<file path="src/rtl/mem_access_stage_if.sv">
// Data-memory bus between the memory-access stage and the data memory.
// The stage is the master: it requests and the memory answers with a one-cycle ack.
interface mem_access_stage_if;
  logic        dmem_req;
  logic        dmem_we;
  logic [31:0] dmem_addr;
  logic [3:0]  dmem_be;
  logic [31:0] dmem_wdata;
  logic        dmem_ack;
  logic [31:0] dmem_rdata;

  modport master (
    output dmem_req, dmem_we, dmem_addr, dmem_be, dmem_wdata,
    input  dmem_ack, dmem_rdata
  );

  modport slave (
    input  dmem_req, dmem_we, dmem_addr, dmem_be, dmem_wdata,
    output dmem_ack, dmem_rdata
  );
endinterface

</file>
<file path="src/rtl/mem_access_stage.sv">
// Memory-access pipeline stage: passes ALU results through, runs loads/stores
// over a req/ack bus with byte-lane formatting, and flags misaligned accesses
// and bus timeouts. mem_stall holds EX/MEM while a transaction is in flight.
module mem_access_stage #(
  parameter int unsigned TIMEOUT_CYCLES = 255
) (
  input  logic        clk,
  input  logic        rst,
  input  logic [4:0]  rd_from_ex_mem,
  input  logic        write_reg_from_ex_mem,
  input  logic        read_mem_from_ex_mem,
  input  logic        write_mem_from_ex_mem,
  input  logic [2:0]  funct3_from_ex_mem,
  input  logic [31:0] result_from_ex_mem,
  input  logic [31:0] data_to_mem_from_ex_mem,
  mem_access_stage_if.master dmem,
  output logic        mem_stall,
  output logic [4:0]  rd_to_wb,
  output logic        write_reg_to_wb,
  output logic [31:0] wb_data_to_wb,
  output logic        misalign_exc,
  output logic        bus_err
);

  typedef enum logic {IDLE, BUSY} state_e;

  state_e      state_q, state_d;
  logic [7:0]  cnt_q, cnt_d;
  logic        req_q, req_d;
  logic        we_q, we_d;
  logic [31:0] addr_q, addr_d;
  logic [3:0]  be_q, be_d;
  logic [31:0] wdata_q, wdata_d;
  logic [2:0]  f3_q, f3_d;
  logic [1:0]  off_q, off_d;
  logic [4:0]  rd_lat_q, rd_lat_d;
  logic        wr_lat_q, wr_lat_d;
  logic [4:0]  rd_wb_q, rd_wb_d;
  logic        wr_wb_q, wr_wb_d;
  logic [31:0] wbd_q, wbd_d;
  logic        mis_q, mis_d;
  logic        berr_q, berr_d;

  logic        is_mem;
  logic        misaligned;
  logic        timeout_hit;
  logic [3:0]  be_fmt;
  logic [31:0] wdata_fmt;
  logic [31:0] load_data;
  logic [7:0]  lbyte;
  logic [15:0] lhalf;

  // funct3[1] set means word (including the unused 011/110/111 codes); else funct3[0] selects half
  assign is_mem      = read_mem_from_ex_mem | write_mem_from_ex_mem;
  assign misaligned  = funct3_from_ex_mem[1] ? (|result_from_ex_mem[1:0])
                                             : (funct3_from_ex_mem[0] & result_from_ex_mem[0]);
  assign timeout_hit = (cnt_q == 8'(TIMEOUT_CYCLES - 1));

  // Store lane formatting: replicate data across lanes, enable only the addressed bytes
  always_comb begin
    be_fmt    = 4'b1111;
    wdata_fmt = data_to_mem_from_ex_mem;
    if (!funct3_from_ex_mem[1]) begin
      if (funct3_from_ex_mem[0]) begin
        be_fmt    = 4'b0011 << result_from_ex_mem[1:0];
        wdata_fmt = {2{data_to_mem_from_ex_mem[15:0]}};
      end else begin
        be_fmt    = 4'b0001 << result_from_ex_mem[1:0];
        wdata_fmt = {4{data_to_mem_from_ex_mem[7:0]}};
      end
    end
  end

  // Load lane extraction and sign/zero extension from the latched access shape
  always_comb begin
    lbyte     = dmem.dmem_rdata[{off_q, 3'b000} +: 8];
    lhalf     = dmem.dmem_rdata[{off_q[1], 4'b0000} +: 16];
    load_data = dmem.dmem_rdata;
    if (!f3_q[1]) begin
      if (f3_q[0]) load_data = {{16{~f3_q[2] & lhalf[15]}}, lhalf};
      else         load_data = {{24{~f3_q[2] & lbyte[7]}}, lbyte};
    end
  end

  // Next-state, bus and writeback logic; pulses default low every cycle
  always_comb begin
    state_d   = state_q;
    cnt_d     = cnt_q;
    req_d     = req_q;
    we_d      = we_q;
    addr_d    = addr_q;
    be_d      = be_q;
    wdata_d   = wdata_q;
    f3_d      = f3_q;
    off_d     = off_q;
    rd_lat_d  = rd_lat_q;
    wr_lat_d  = wr_lat_q;
    rd_wb_d   = rd_wb_q;
    wr_wb_d   = wr_wb_q;
    wbd_d     = wbd_q;
    mis_d     = 1'b0;
    berr_d    = 1'b0;
    mem_stall = 1'b0;
    case (state_q)
      IDLE: begin
        if (!is_mem) begin
          rd_wb_d = rd_from_ex_mem;
          wr_wb_d = write_reg_from_ex_mem;
          wbd_d   = result_from_ex_mem;
        end else if (misaligned) begin
          mis_d   = 1'b1;
          rd_wb_d = rd_from_ex_mem;
          wr_wb_d = 1'b0;
          wbd_d   = result_from_ex_mem;
        end else begin
          mem_stall = 1'b1;
          wr_wb_d   = 1'b0;
          req_d     = 1'b1;
          we_d      = write_mem_from_ex_mem;
          addr_d    = {result_from_ex_mem[31:2], 2'b00};
          be_d      = be_fmt;
          wdata_d   = wdata_fmt;
          f3_d      = funct3_from_ex_mem;
          off_d     = result_from_ex_mem[1:0];
          rd_lat_d  = rd_from_ex_mem;
          wr_lat_d  = write_reg_from_ex_mem;
          cnt_d     = '0;
          state_d   = BUSY;
        end
      end
      BUSY: begin
        if (dmem.dmem_ack) begin
          req_d   = 1'b0;
          cnt_d   = '0;
          state_d = IDLE;
          rd_wb_d = rd_lat_q;
          if (we_q) begin
            wr_wb_d = 1'b0;
          end else begin
            wr_wb_d = wr_lat_q;
            wbd_d   = load_data;
          end
        end else if (timeout_hit) begin
          req_d   = 1'b0;
          berr_d  = 1'b1;
          wr_wb_d = 1'b0;
          cnt_d   = '0;
          state_d = IDLE;
        end else begin
          mem_stall = 1'b1;
          wr_wb_d   = 1'b0;
          cnt_d     = cnt_q + 8'd1;
        end
      end
    endcase
  end

  // State and output registers with synchronous reset
  always_ff @(posedge clk) begin
    if (rst) begin
      state_q  <= IDLE;
      cnt_q    <= '0;
      req_q    <= 1'b0;
      we_q     <= 1'b0;
      addr_q   <= '0;
      be_q     <= '0;
      wdata_q  <= '0;
      f3_q     <= '0;
      off_q    <= '0;
      rd_lat_q <= '0;
      wr_lat_q <= 1'b0;
      rd_wb_q  <= '0;
      wr_wb_q  <= 1'b0;
      wbd_q    <= '0;
      mis_q    <= 1'b0;
      berr_q   <= 1'b0;
    end else begin
      state_q  <= state_d;
      cnt_q    <= cnt_d;
      req_q    <= req_d;
      we_q     <= we_d;
      addr_q   <= addr_d;
      be_q     <= be_d;
      wdata_q  <= wdata_d;
      f3_q     <= f3_d;
      off_q    <= off_d;
      rd_lat_q <= rd_lat_d;
      wr_lat_q <= wr_lat_d;
      rd_wb_q  <= rd_wb_d;
      wr_wb_q  <= wr_wb_d;
      wbd_q    <= wbd_d;
      mis_q    <= mis_d;
      berr_q   <= berr_d;
    end
  end

  assign dmem.dmem_req   = req_q;
  assign dmem.dmem_we    = we_q;
  assign dmem.dmem_addr  = addr_q;
  assign dmem.dmem_be    = be_q;
  assign dmem.dmem_wdata = wdata_q;

  assign rd_to_wb        = rd_wb_q;
  assign write_reg_to_wb = wr_wb_q;
  assign wb_data_to_wb   = wbd_q;
  assign misalign_exc    = mis_q;
  assign bus_err         = berr_q;

endmodule

</file>
<file path="src/flat_wrapper.sv">
// flat-port wrapper written by rule: the top's interface ports become plain ports
module mem_access_stage_flat 
#(
  parameter int unsigned TIMEOUT_CYCLES = 255
)
  (clk, rst, rd_from_ex_mem, write_reg_from_ex_mem, read_mem_from_ex_mem, write_mem_from_ex_mem, funct3_from_ex_mem, result_from_ex_mem, data_to_mem_from_ex_mem, mem_stall, rd_to_wb, write_reg_to_wb, wb_data_to_wb, misalign_exc, bus_err, dmem_dmem_req, dmem_dmem_we, dmem_dmem_addr, dmem_dmem_be, dmem_dmem_wdata, dmem_dmem_ack, dmem_dmem_rdata);
  mem_access_stage_if dmem_i ();
  input  logic clk;
  input  logic rst;
  input  logic [4:0] rd_from_ex_mem;
  input  logic write_reg_from_ex_mem;
  input  logic read_mem_from_ex_mem;
  input  logic write_mem_from_ex_mem;
  input  logic [2:0] funct3_from_ex_mem;
  input  logic [31:0] result_from_ex_mem;
  input  logic [31:0] data_to_mem_from_ex_mem;
  output logic mem_stall;
  output logic [4:0] rd_to_wb;
  output logic write_reg_to_wb;
  output logic [31:0] wb_data_to_wb;
  output logic misalign_exc;
  output logic bus_err;
  output wire logic [$bits(dmem_i.dmem_req)-1:0] dmem_dmem_req;
  output wire logic [$bits(dmem_i.dmem_we)-1:0] dmem_dmem_we;
  output wire logic [$bits(dmem_i.dmem_addr)-1:0] dmem_dmem_addr;
  output wire logic [$bits(dmem_i.dmem_be)-1:0] dmem_dmem_be;
  output wire logic [$bits(dmem_i.dmem_wdata)-1:0] dmem_dmem_wdata;
  input wire logic [$bits(dmem_i.dmem_ack)-1:0] dmem_dmem_ack;
  input wire logic [$bits(dmem_i.dmem_rdata)-1:0] dmem_dmem_rdata;
  assign dmem_dmem_req = dmem_i.dmem_req;
  assign dmem_dmem_we = dmem_i.dmem_we;
  assign dmem_dmem_addr = dmem_i.dmem_addr;
  assign dmem_dmem_be = dmem_i.dmem_be;
  assign dmem_dmem_wdata = dmem_i.dmem_wdata;
  assign dmem_i.dmem_ack = dmem_dmem_ack;
  assign dmem_i.dmem_rdata = dmem_dmem_rdata;
  mem_access_stage #(.TIMEOUT_CYCLES(TIMEOUT_CYCLES)) u_core (.clk(clk), .rst(rst), .rd_from_ex_mem(rd_from_ex_mem), .write_reg_from_ex_mem(write_reg_from_ex_mem), .read_mem_from_ex_mem(read_mem_from_ex_mem), .write_mem_from_ex_mem(write_mem_from_ex_mem), .funct3_from_ex_mem(funct3_from_ex_mem), .result_from_ex_mem(result_from_ex_mem), .data_to_mem_from_ex_mem(data_to_mem_from_ex_mem), .dmem(dmem_i), .mem_stall(mem_stall), .rd_to_wb(rd_to_wb), .write_reg_to_wb(write_reg_to_wb), .wb_data_to_wb(wb_data_to_wb), .misalign_exc(misalign_exc), .bus_err(bus_err));
endmodule
</file>
<file path="config.mk">
export PLATFORM = sky130hd
export DESIGN_NAME = mem_access_stage_flat
export DESIGN_NICKNAME = d
export VERILOG_FILES = /design/src/rtl/mem_access_stage_if.sv /design/src/rtl/mem_access_stage.sv /design/src/flat_wrapper.sv
export SDC_FILE = /design/constraint.sdc
export NUM_CORES = 1
export LEC_CHECK = 0
export ABC_AREA = 1
export CORE_ASPECT_RATIO = 1.5
export CORE_MARGIN = 2
export CORE_UTILIZATION = 45
export DETAILED_ROUTE_END_ITERATION = 16
export PLACE_DENSITY = 0.83
export SYNTH_ARGS = -nofsm -noshare
export SYNTH_HDL_FRONTEND = slang
export SYNTH_SLANG_ARGS = --single-unit
</file>
<file path="constraint.sdc">
create_clock -name clk -period 1.66 [get_ports clk]
set_clock_uncertainty 0.15 [all_clocks]
set_input_delay 0.332 -clock clk [delete_from_list [all_inputs] [get_ports clk]]
set_output_delay 0.332 -clock clk [all_outputs]
set_load 0.02 [all_outputs]
</file>
==> results_dict.tcl <==
set metrics [dict create \
    cts_max_level 4 \
    final_cell_area_um2 9510 \
    power_density_nw_per_um2 1000 \
    worstSetupEndpointType "output pin" \
    wl_per_cell_um 16.9 \
    gp_routability_congestion 0.917 \
    start_util_pct 46.3 \
    synthCells 889 \
    cts_sinks 128 \
    synthDistinctLibCells 31 \
    worstSetupPathType "flip-flop to output pin" \
    synth_warnings 0 \
    tritoncts "done" \
    worst-slew-pin-transition_ns 0.553 \
    dp_slack_ns -0.663 \
    placeableCoreArea_um2 13100 \
    finalWorstSetupSlack_ns -0.267 \
    via_per_inst 5.32 \
    antenna_found_initial 1 \
    final_max_slew_viol_count 0 \
    peakVddDrop_uv 742 \
    chipWidth_um 98.7 \
    path_cells "nand2_1 > nor3_2 > nand2_2 > nand2_2 > nand2_2 > buf_6" \
    num_vias 7046 \
    die_y_um 146 \
    grt_overflow_total 0 \
    fin_util_pct 72.7 \
    area_growth_pct 57.1 \
    clk_latency_ns 0.42 \
    first_pass_iters 5 \
    critPathSlowestCell "dfxtp_2" \
    critPathMaxFanout 2 \
    layout-drive-gt1-share_pct 14.9 \
    rsz0062_at_grt "true" \
    cts.clk_slew.worst_paths_ns 0.06 \
    final_nets 1263 \
    yosys.area_share.simple_pct 25.8 \
    synth_top_family_by_area "simple AND/OR/NAND/NOR gates" \
    slew_headroom_pct 63.1 \
    synth-seq-cells 128 \
    post-route-min-period_ns 1.93 \
    rows 51 \
    synth_compound_area_share_pct 21.1 \
    netlist_area_um2 6050 \
    cp_data_required_time_ns 1.18 \
    maxCapViolCount 0 \
    crit_arrival_ns 1.45 \
    drt_iter0_markers 410 \
    p_leak_nw 4.46 \
    violations "setup timing" \
    cts_buffers 17 \
    drc 0 \
    hold_viol 0 \
    critical-path-top-delay-family "simple AND/OR/NAND/NOR gates" \
    muxShareOfSynthArea_pct 0 \
    syn_avg_cell_area_um2 6.81 \
    clockBufferDepth 2 \
    root_buffer "clkbuf_16" \
    run_status "finished with violations" \
    die_area_um2 14400 \
    finalSetupViolations 29 \
    grt_pass1_wl_um 34100 \
    io_buffers 218 \
    synth_xor_area_share_pct 0.145 \
    wirelength_um 22400 \
    synth_fa_ha_area_share_pct 0.413 \
    period_share_pct 116 \
    dp.final_hpwl_um 15200 \
    critical_path_buf_inv_count 1 \
    max_stage_delay_ns 0.34 \
    cpMostUsedCell "nand2_2" \
    grt_pass1_vias 6649 \
    fmax_mhz 519 \
    yosysSeqAreaShare_pct 42.3 \
    holdCritPathClass "primary input to flip-flop" \
    grt_start_max_net_pins 53 \
    final_antenna_net_count 0 \
    grt_use_total_pct 30.0 \
    ios 221 \
    place_area_um2 8690 \
    worstSetupStartpointType "flip-flop" \
]
[flip-flops by register name, summed over array words and instances (netlist names)]
name,cells
u_core.dmem.dmem_wdata,32
u_core.off_q,2
u_core.dmem.dmem_addr,30
u_core.cnt_q,8
u_core.f3_q,3
u_core.misalign_exc,1
u_core.write_reg_to_wb,1
u_core.state_q,1
u_core.dmem.dmem_req,1
u_core.rd_lat_q,5
u_core.bus_err,1
u_core.wr_lat_q,1
u_core.wb_data_to_wb,32
u_core.dmem.dmem_we,1
u_core.dmem.dmem_be,4
u_core.rd_to_wb,5
[layout make-up]
cell class / count / area [µm²]
clock buffers: 18 / 429
inverters: 67 / 258
multi-input cells: 632 / 2990
well taps: 159 / 199
diodes: 1 / 2.50
clock inverters: 14 / 131
repair buffers: 305 / 2930
fillers: 1035 / 3570
flip-flops and latches: 128 / 2570
[through the flow]
step | total power [mW] | instances | setup TNS, ns | hold slack (ns)
6_report | 9.54 | 1324 | -0.670 | 0.0971
5_1_grt | 9.94 | 1324 | -5.53 | 0.103
4_1_cts | 9.49 | 1316 | -3.87 | 0.197
3_5_place_dp | 5.97 | 1276 | -59.85 | 0.305
3_3_place_gp | 5.94 | 1276 | -53.68 | 0.297
2_1_floorplan | 4.81 | 890 | 0 | 0.284
[per-layer routing]
layer | routed length [µm] | vias up | track usage, %
met5 | 0 | - | 0
met4 | 1470 | 0 | 18.3
met3 | 1800 | 82 | 7.52
met2 | 11200 | 344 | 52.5
met1 | 7870 | 3209 | 32.0
li1 | - | 3411 | -
[worst register-to-register path: cells and delay by family (launching register included)]
| kind | cells | cell delay, ns |
|---|---|---|
| buf+inv | 6 | 0.65 |
| compound gates | 1 | 0.07 |
| simple gates | 4 | 0.47 |
| flops | 1 | 0.34 |
[report_power, final]
part	internal, mW	leakage (nW)	switching (mW)
registers	3.35	1.06	0.143
logic	1.05	3.14	1.42
clock network	2.08	0.264	1.50
total	6.48	4.46	3.06
[final timing paths]
check	from	end	slack, ns	depth (start not counted)
worst max-delay path	u_core.cnt_q[3]	mem_stall	-0.27	6
worst min-delay path	write_mem_from_ex_mem	u_core.dmem.dmem_we	0.1	3
worst max register to register	u_core.cnt_q[3]	u_core.cnt_q[4]	-0.13	11
worst min register to register	u_core.dmem.dmem_addr[16]	u_core.dmem.dmem_addr[16]	0.31	2
[Yosys cell counts]
library cell    n  area share, %
dfxtp_1       128             42
nand4_1         2           0.21
nand3_2         2           0.33
clkinv_1        1          0.062
nor2_2          1           0.10
nand3_1        20            1.7
buf_1           2           0.12
ha_1            2           0.41
nand4_2         1           0.21
nand2_1       240             15
clkbuf_1       23            1.4
inv_2           8           0.50
conb_1          1          0.062
inv_1          58            3.6
o21ai_1        10           0.83
nor2_1         74            4.6
nand2_4         2           0.37
a211oi_1        4           0.50
o21ai_0        86            7.1
o211ai_1        7           0.87
a21boi_4        1           0.31
nand2_2         4           0.41
buf_4          16            2.0
a21oi_1       137             11
xor2_1          1           0.14
nor3_1         28            2.3
or2_2           6           0.62
a2111oi_0       1           0.14
nand3b_1        1           0.12
buf_6           6            1.1
buf_2          16            1.3
[cell families after synthesis]
| kind of cell | after synthesis |
|---|---|
| buf+inv | 130 |
| simple gates | 381 |
| compound gates | 246 |
| other cells | 1 |
| fa+ha+maj | 2 |
| flops | 128 |
| xor+xnor | 1 |
[cell usage in the layout, fill, tap and decap left out, types with 8 or more instances in the layout]
master and instances:
clkbuf_16 18, nand3_1 20, buf_4 64, dfxtp_1 121, dlygate4sd2_1 107, nand2_1 232
a21oi_1 136, nor3_1 26, nand2_2 10, inv_2 8, clkdlybuf4s50_1 103, o21ai_1 15
o21ai_0 81, buf_6 12, inv_1 56, nor2_1 68
[repair_timing]
action	in CTS	in global routing
setup buffers	18	7
hold buffers	0	0
endpoints found under the setup margin	219	125
pin swaps	9	12
endpoints found under the hold margin	0	0
cloned	4	1
resized for setup	149	29
No activity file was read; power rests on OpenSTA's default activity.
